`config.mk`:
```
export PLATFORM = sky130hd
export DESIGN_NAME = sa_result_collector
export DESIGN_NICKNAME = d
export VERILOG_FILES = /design/src/rtl/sa_result_collector.sv
export SDC_FILE = /design/constraint.sdc
export NUM_CORES = 1
export LEC_CHECK = 0
export CAP_MARGIN = 20
export CORE_AREA = 2 2 166 87
export CTS_CLUSTER_DIAMETER = 200
export DETAILED_ROUTE_END_ITERATION = 12
export DIE_AREA = 0 0 168 89
export DONT_BUFFER_PORTS = 1
export SLEW_MARGIN = 10
export SYNTH_ARGS = -nofsm -noshare
export SYNTH_HDL_FRONTEND = slang
export SYNTH_SLANG_ARGS = --single-unit
```
`constraint.sdc`:
```
create_clock -name clock -period 9.8 [get_ports clock]
set_input_delay 0.49 -clock clock [delete_from_list [all_inputs] [get_ports clock]]
set_output_delay 0.49 -clock clock [all_outputs]
set_load 0.005 [all_outputs]
```
`src/rtl/sa_result_collector.sv`:
```
// sa_result_collector
//
// Receive side of the systolic-array result port. Rows arrive last row first
// (SA_ROWS-1 down to 0) and are either written into, or added onto, an on-chip
// row buffer so that successive K-tiles can be accumulated. When the row-0 beat
// carries io_in_done, the finished tile is drained row-major (row 0 first) to a
// downstream consumer. The buffer is cleared after every drain.
//
// Ports:
//   clock         in   system clock, rising edge
//   reset         in   asynchronous active-high reset
//   io_in_valid   in   array row valid
//   io_in_ready   out  collector can accept a row (registered)
//   io_in_c       in   row elements, element j at [j*OUT_WIDTH +: OUT_WIDTH], signed
//   io_in_acc     in   1 = add to buffered row, 0 = overwrite
//   io_in_done    in   on the row-0 beat: 1 = tile final, start drain
//   io_out_valid  out  drained row valid
//   io_out_ready  in   consumer accepts row
//   io_out_c      out  drained row, same packing as io_in_c
//   io_out_row    out  index of presented row
//   io_out_last   out  presented row is row SA_ROWS-1
//   io_tiles      out  count of completed drains, wraps 255 -> 0
//
// Every output comes from a register or from decoding registered state only.

module sa_result_collector #(
  parameter int unsigned OUT_WIDTH = 16,
  parameter int unsigned SA_ROWS   = 2,
  parameter int unsigned SA_COLS   = 2
) (
  input  logic                            clock,
  input  logic                            reset,
  input  logic                            io_in_valid,
  output logic                            io_in_ready,
  input  logic [SA_COLS*OUT_WIDTH-1:0]    io_in_c,
  input  logic                            io_in_acc,
  input  logic                            io_in_done,
  output logic                            io_out_valid,
  input  logic                            io_out_ready,
  output logic [SA_COLS*OUT_WIDTH-1:0]    io_out_c,
  output logic [$clog2(SA_ROWS)-1:0]      io_out_row,
  output logic                            io_out_last,
  output logic [7:0]                      io_tiles
);

  localparam int unsigned RowW = $clog2(SA_ROWS);
  localparam logic [RowW-1:0] LastRow = RowW'(SA_ROWS - 1);

  typedef enum logic [0:0] {
    StCollect,
    StDrain
  } state_e;

  // Row-major buffer; the packed layout of one row matches io_in_c / io_out_c.
  typedef logic [SA_COLS-1:0][OUT_WIDTH-1:0] row_t;

  state_e                  r_state, w_state_d;
  row_t   [SA_ROWS-1:0]    r_buf, w_buf_d;
  logic   [RowW-1:0]       r_wr_row, w_wr_row_d;
  logic   [RowW-1:0]       r_rd_row, w_rd_row_d;
  logic   [7:0]            r_tiles, w_tiles_d;
  // Kept as its own register so ready stays low during reset and rises on the
  // first edge after reset is released, even though the state is already COLLECT.
  logic                    r_in_ready, w_in_ready_d;

  logic                    w_in_fire;
  logic                    w_out_fire;
  logic                    w_out_valid;

  assign w_out_valid = (r_state == StDrain);
  assign w_in_fire   = io_in_valid & r_in_ready;
  assign w_out_fire  = w_out_valid & io_out_ready;

  // State register and datapath registers.
  always_ff @(posedge clock or posedge reset) begin
    if (reset) begin
      r_state    <= StCollect;
      r_buf      <= '0;
      r_wr_row   <= LastRow;
      r_rd_row   <= '0;
      r_tiles    <= '0;
      r_in_ready <= 1'b0;
    end else begin
      r_state    <= w_state_d;
      r_buf      <= w_buf_d;
      r_wr_row   <= w_wr_row_d;
      r_rd_row   <= w_rd_row_d;
      r_tiles    <= w_tiles_d;
      r_in_ready <= w_in_ready_d;
    end
  end

  // Next-state and datapath update.
  always_comb begin
    w_state_d    = r_state;
    w_buf_d      = r_buf;
    w_wr_row_d   = r_wr_row;
    w_rd_row_d   = r_rd_row;
    w_tiles_d    = r_tiles;
    w_in_ready_d = r_in_ready;

    unique case (r_state)
      StCollect: begin
        w_in_ready_d = 1'b1;
        if (w_in_fire) begin
          for (int j = 0; j < int'(SA_COLS); j++) begin
            // Plain two's-complement add: wraps at OUT_WIDTH, no saturation.
            if (io_in_acc) begin
              w_buf_d[r_wr_row][j] = r_buf[r_wr_row][j] + io_in_c[j*OUT_WIDTH +: OUT_WIDTH];
            end else begin
              w_buf_d[r_wr_row][j] = io_in_c[j*OUT_WIDTH +: OUT_WIDTH];
            end
          end
          if (r_wr_row != '0) begin
            w_wr_row_d = r_wr_row - RowW'(1);
          end else if (io_in_done) begin
            // Tile complete: ready drops on the same edge valid rises.
            w_state_d    = StDrain;
            w_rd_row_d   = '0;
            w_in_ready_d = 1'b0;
          end else begin
            // Another K-tile follows; start again from the last row.
            w_wr_row_d = LastRow;
          end
        end
      end

      StDrain: begin
        w_in_ready_d = 1'b0;
        if (w_out_fire) begin
          if (r_rd_row != LastRow) begin
            w_rd_row_d = r_rd_row + RowW'(1);
          end else begin
            // Last row handed off: clear for the next tile so a first-pass
            // accumulate behaves as an overwrite.
            w_buf_d      = '0;
            w_tiles_d    = r_tiles + 8'd1;
            w_wr_row_d   = LastRow;
            w_rd_row_d   = '0;
            w_state_d    = StCollect;
            w_in_ready_d = 1'b1;
          end
        end
      end

      default: begin
        w_state_d = StCollect;
      end
    endcase
  end

  // Outputs decoded from registered state only.
  assign io_in_ready  = r_in_ready;
  assign io_out_valid = w_out_valid;
  assign io_out_c     = w_out_valid ? r_buf[r_rd_row] : '0;
  assign io_out_row   = w_out_valid ? r_rd_row : '0;
  assign io_out_last  = w_out_valid && (r_rd_row == LastRow);
  assign io_tiles     = r_tiles;

endmodule

```
==> reports/qor.yml, run 1 <==
maxCapViolations: 0
cp-start-kind: "flip-flop"
peakVddDrop_mv: 0.128
ant_nets: 0
drc: 0
cp_data_required_time_ps: 10020
hold_class: "input port to asynchronous set/reset pin"
drive_gt1_share_pct: 10.1
cts_buffers: 9
r2r_cells: 10
synthToLayoutAreaGrowth_pct: 7.75
worst_setup_path_end_kind: "flip-flop"
max-slew-margin-rel_pct: 32.3
worst_pin_slew_ps: 1010
grt_pass1_vias: 4887
antenna_found_initial: 0
routed_wl_um: 16100
grt_overflow: 0
skew_ps: 5.72
fin_crit_ps: 3770
status: "completed"
clock_latency_ps: 340
synth_edf_count: 0
layout.nets: 717
ios: 82
clock_path_buffers: 2
synthFlopType: "dfrtp_1"
pwr-share-clk_pct: 16.4
seq_area_frac_synth_pct: 32.0
switching_share_pct: 44.3
holdWs_ps: 59.1
place.detailed.hpwl_um: 11000
clk_pin_slew_worst_paths_ps: 70
synth.distinct_cells: 56
grt_max_degree: 58
drtIter0Drc: 316
crit_arrival_ps: 3990
syn_nets: 735
p_per_area_nw_per_um2: 347
crit_chain: "buf_4 > mux2_2 > ha_1 > fa_1 > a211oi_1 > o21bai_1 > a211o_1 > a31oi_2 > mux2i_1 > a21oi_1"
power_switching_w: 0.000986
layout_setup_ws_ps: 6030
dieWidth_um: 168
grtUsageTotal_pct: 22.0
core_area_um2: 13300
hold_viol: 0
drt-pass1-iter-count: 4
grt_pass1_wl_um: 25400
vias: 4945
postSynthCellCount: 664
portBuffers: 0
cts_hold_buf: 0
die_h_um: 89
cts-resized-gates: 0
initial_core_util_pct: 44.6
dp_worst_setup_slack_ps: 6050
p_comb_share_pct: 58.6
multiInputGateArea_um2: 3820
synth_area_um2: 5940
cts_tree: "built"
clock-sinks: 76
finalSetupTns_ps: 0
cellLeakagePower_nw: 2.98
internal-power_w: 0.00124
ys_ff_latch: 76
synthArstFlopShare_pct: 100
regArea_um2: 1900
die_area_um2: 15000
post_cts_buffers: 0
antennaDiodeCount: 0
cts-root-buf: "clkbuf_16"
rsz0062_at_grt: "false"
syn_area_per_cell_um2: 8.95
rows: 30
crit_path_top_delay_cell: "dfstp_2"
wl_per_cell_um: 19.4
slew_viol_final: 0
critical-path-max-stage-delay_ps: 710
via_per_inst: 5.98
power_frac_seq_pct: 25.1
finalSetupViolations: 0
fmax_mhz: 265
yosysWarnings: 0
place.gp.congestion: 0.807
min_period_over_period_pct: 38.5
critPathMaxFanout: 29
fillers: 1254
htreeDepth: 3
critPathKind: "flip-flop to flip-flop"
[registers in the layout, summed over array words and instances, names as in the netlist]
name	count
r_rd_row	1
io_out_valid	1
r_buf	64
r_wr_row	1
io_tiles	8
io_in_ready	1
[cells by family (layout without fill, tap and decap cells)]
kind of cell    Yosys count  in the layout  share of synthesized area, %
compound gates          170            170                          20.4
flops                    76             76                          32.0
mux                      92             92                          16.1
fa+ha+maj                33             33                          7.20
buf+inv                  55             42                          3.71
xor+xnor                 20             20                          2.95
simple gates            218            218                          17.6
[cell usage after synthesis (9+ instances only)]
| library cell | count | share of area (%) |
|---|---|---|
| a211oi_1 | 12 | 1.5 |
| a21o_1 | 14 | 1.8 |
| a21oi_1 | 19 | 1.6 |
| a22o_1 | 14 | 2.1 |
| a31oi_1 | 13 | 1.4 |
| and3_1 | 9 | 0.95 |
| clkbuf_1 | 23 | 1.5 |
| dfrtp_1 | 75 | 32 |
| ha_1 | 31 | 6.5 |
| inv_1 | 17 | 1.1 |
| mux2_2 | 30 | 5.7 |
| mux2i_1 | 62 | 10 |
| nand2_1 | 66 | 4.2 |
| nand2b_1 | 9 | 0.95 |
| nand3_1 | 18 | 1.5 |
| nor2_1 | 49 | 3.1 |
| nor2b_1 | 35 | 3.7 |
| nor3_1 | 14 | 1.2 |
| o21ai_0 | 37 | 3.1 |
| o31ai_1 | 10 | 1.3 |
| xnor2_1 | 13 | 1.9 |
[critical path, delay by kind of cell, from the launching register on]
family	cells	cell delay, ps
adders and majority gates	2	650
muxes	2	610
buffers and inverters	1	460
AOI/OAI and AO/OA	5	1210
DFF	1	710
[layer usage]
metal  GRT usage [%]  vias to the layer above  wire length [um]
met5               0                        -                 0
met4            5.22                        0               168
met3            6.60                       13               933
met2            36.6                      103              7280
met1            28.6                     2434              7680
li1                -                     2395                 -
[power by group through the flow]
| stage | combinational (W) | sequential [W] | clock (W) |
|---|---|---|---|
| after floorplan | 0.00105 | 0.000523 | 0 |
| after global placement | 0.00128 | 0.000556 | 0 |
| after detailed placement | 0.00130 | 0.000561 | 0 |
| after CTS | 0.00130 | 0.000555 | 0.000369 |
| after global routing | 0.00144 | 0.000577 | 0.000382 |
| final | 0.00130 | 0.000557 | 0.000364 |
[cell usage in the layout, fill, tap and decap left out, types with 5 or more instances in the layout]
cell,synthesis,layout
a211oi_1,12,12
a21o_1,14,14
a21oi_1,19,19
a22o_1,14,14
a31oi_1,13,13
and2_1,5,5
and3_1,9,9
buf_4,2,8
clkbuf_16,0,9
dfrtp_1,75,74
ha_1,31,31
inv_1,17,16
mux2_2,30,30
mux2i_1,62,62
nand2_1,66,66
nand2b_1,9,9
nand3_1,18,18
nor2_1,49,49
nor2b_1,35,35
nor3_1,14,14
o21ai_0,37,37
o21bai_1,6,6
o311ai_0,5,5
o31ai_1,10,10
xnor2_1,13,13
xor2_1,7,7
[area by class of cell]
| type | instances | area share (%) |
|---|---|---|
| inverter | 17 | 0.996 |
| clock inverter | 7 | 1.43 |
| tap | 176 | 3.44 |
| clock buffer | 9 | 3.52 |
| sequential | 76 | 29.7 |
| timing repair buffer | 9 | 1.17 |
| multi-input combinational | 533 | 59.7 |
[metrics by stage]
stage / power [W] / std cells / util [%] / area, um^2
floorplan: 0.00158 / 664 / - / 5940
global placement: 0.00184 / 810 / 45.6 / 6070
detailed placement: 0.00186 / 810 / 45.6 / 6070
CTS: 0.00223 / 826 / 47.9 / 6390
global route: 0.00240 / 827 / 48.1 / 6400
finish: 0.00222 / 827 / 48.1 / 6400
[path summary, 6_finish.rpt]
kind	slack [ps]	start	end
setup / recovery	6030	r_wr_row	r_buf[14]
hold / removal	60	reset	io_tiles[7]
setup reg to reg	6030	r_wr_row	r_buf[14]
hold reg to reg	490	io_tiles[7]	io_tiles[7]
max in group asynchronous	8610	reset	r_rd_row
min in group clock	290	io_in_acc	r_buf[12]
Power figures use the tool's default switching activity.
==> run 2: changes to the inputs <==
Clock period 9.8 ns to 3.47 ns, I/O delays scaled along.
==> reports/qor.yml, run 2 (synthesized netlist as in run 1, its figures left out) <==
status: "completed"
clk_pin_slew_worst_paths_ps: 60
layout_commonest_cell: "dfrtp_1"
crit_end: "r_buf[26]"
cts-root-buf: "clkbuf_16"
maxCapViolations: 0
critPathMaxFanout: 19
grt_max_degree: 69
cellLeakagePower_nw: 3.02
drive_gt1_share_pct: 10.7
portBuffers: 0
grt_overflow: 0
pwr-share-clk_pct: 16.2
fmax_mhz: 311
dieWidth_um: 168
switching_share_pct: 44.2
place_inst: 816
ant_nets: 0
core_area_um2: 13300
min_period_over_period_pct: 92.6
hold_class: "input port to flip-flop"
rows: 30
drtIter0Drc: 318
place.detailed.hpwl_um: 11300
finalSetupTns_ps: 0
initial_core_util_pct: 44.6
r2r-start: "r_wr_row"
grt_pass1_wl_um: 26100
internal-power_w: 0.00354
clock_latency_ps: 340
place.gp.congestion: 0.876
crit_arrival_ps: 3440
max-slew-margin-rel_pct: 37.4
cts_buffers: 9
layout.nets: 728
mostFrequentLayoutCells: "74 x dfrtp_1, 66 x nand2_1, 62 x mux2i_1"
skew_ps: 8.61
instances_no_fill: 838
wl_per_cell_um: 19.5
critPathKind: "flip-flop to flip-flop"
p_per_area_nw_per_um2: 975
htreeDepth: 3
power_switching_w: 0.00280
die_area_um2: 15000
largest_register_ffs: 64
finalSetupViolations: 0
antenna_found_initial: 0
clock_path_buffers: 2
reg2reg_slack_ps: 260
clock-sinks: 76
grtUsageTotal_pct: 22.4
p_comb_share_pct: 59.1
ios: 82
worst_setup_path_end_kind: "flip-flop"
drt-pass1-iter-count: 5
synthToLayoutAreaGrowth_pct: 9.37
slew_viol_final: 0
routed_wl_um: 16300
cp-startpoint: "r_wr_row"
worstReg2RegEnd: "r_buf[26]"
fin_crit_ps: 3210
via_per_inst: 6.01
antennaDiodeCount: 0
power_frac_seq_pct: 24.7
cp_data_required_time_ps: 3700
drc: 0
rsz0062_at_grt: "false"
r2r_cells: 9
grt_pass1_vias: 5039
regMostFlops: "r_buf"
hold_viol: 0
die_h_um: 89
peakVddDrop_mv: 0.358
cp-start-kind: "flip-flop"
cts_tree: "built"
vias: 5040
worst_pin_slew_ps: 939
[run 2: changes by cell type in the layout (fill, tap and decap cells not counted), sizes merged]
cell / delta
clkinvlp: +1
buf: +6
clkbuf: +1
clkinv: -2
dlygate4sd3: +5
[run 2: worst min-delay path by stage]
stage / slack [ps] / from / cells after the start / end
2_1_floorplan: 330 / io_in_c[28] / 2 / r_buf[60]
4_1_cts: 4 / io_in_acc / 1 / r_buf[24]
3_3_place_gp: -30 / reset / 1 / io_tiles[7]
3_5_place_dp: -30 / reset / 1 / io_tiles[5]
6_report: 6 / io_in_acc / 1 / r_buf[30]
5_1_grt: 5 / io_in_acc / 1 / r_buf[30]
[run 2: cell type report]
type | instances | area, um^2
Clock buffer | 10 | 229
Clock inverter | 6 | 88.8
Fill cell | 1269 | 6830
Inverter | 17 | 63.8
Multi-Input combinational cell | 533 | 3820
Sequential cell | 76 | 1900
Tap cell | 176 | 220
Timing Repair Buffer | 20 | 170
[run 2: repair_timing]
item / 4_1_cts / 5_1_grt
hold buffers: 5 / 0
endpoints found under the hold margin: 13 / 0
gates resized for setup: 0 / 0
setup buffers: 0 / 0
[run 2: through the flow]
step / hold slack (ps) / power (W) / area (um^2) / setup slack (ps) / util (%)
floorplan: 327 / 0.00445 / 5940 / 192 / -
global placement: -29.4 / 0.00523 / 6120 / 354 / 45.9
detailed placement: -30.0 / 0.00528 / 6120 / 311 / 45.9
CTS: 4.25 / 0.00633 / 6480 / 285 / 48.7
global route: 4.74 / 0.00686 / 6500 / 99.1 / 48.8
finish: 5.87 / 0.00634 / 6500 / 255 / 48.8
[run 2: metal layers]
layer	vias up	wire, um	global-route usage [%]
li1	2417	-	-
met1	2487	7650	29.1
met2	127	7520	38.2
met3	9	1030	5.18
met4	0	131	6.32
met5	-	0	0
[run 2: power by group through the flow]
stage / sequential [W] / combinational, W / clock, W
after CTS: 0.00156 / 0.00372 / 0.00105
after global routing: 0.00162 / 0.00415 / 0.00109
final: 0.00157 / 0.00374 / 0.00103
after floorplan: 0.00148 / 0.00297 / 0
after detailed placement: 0.00158 / 0.00369 / 0
after global placement: 0.00157 / 0.00366 / 0
[run 2: critical path: stages (launching register included)]
cell	delay, ps
dfstp_2	580
buf_4	310
mux2_2	410
fa_1	450
a211oi_1	310
o21bai_1	160
a21oi_2	260
o211ai_1	110
o2111a_1	170
a221o_1	320
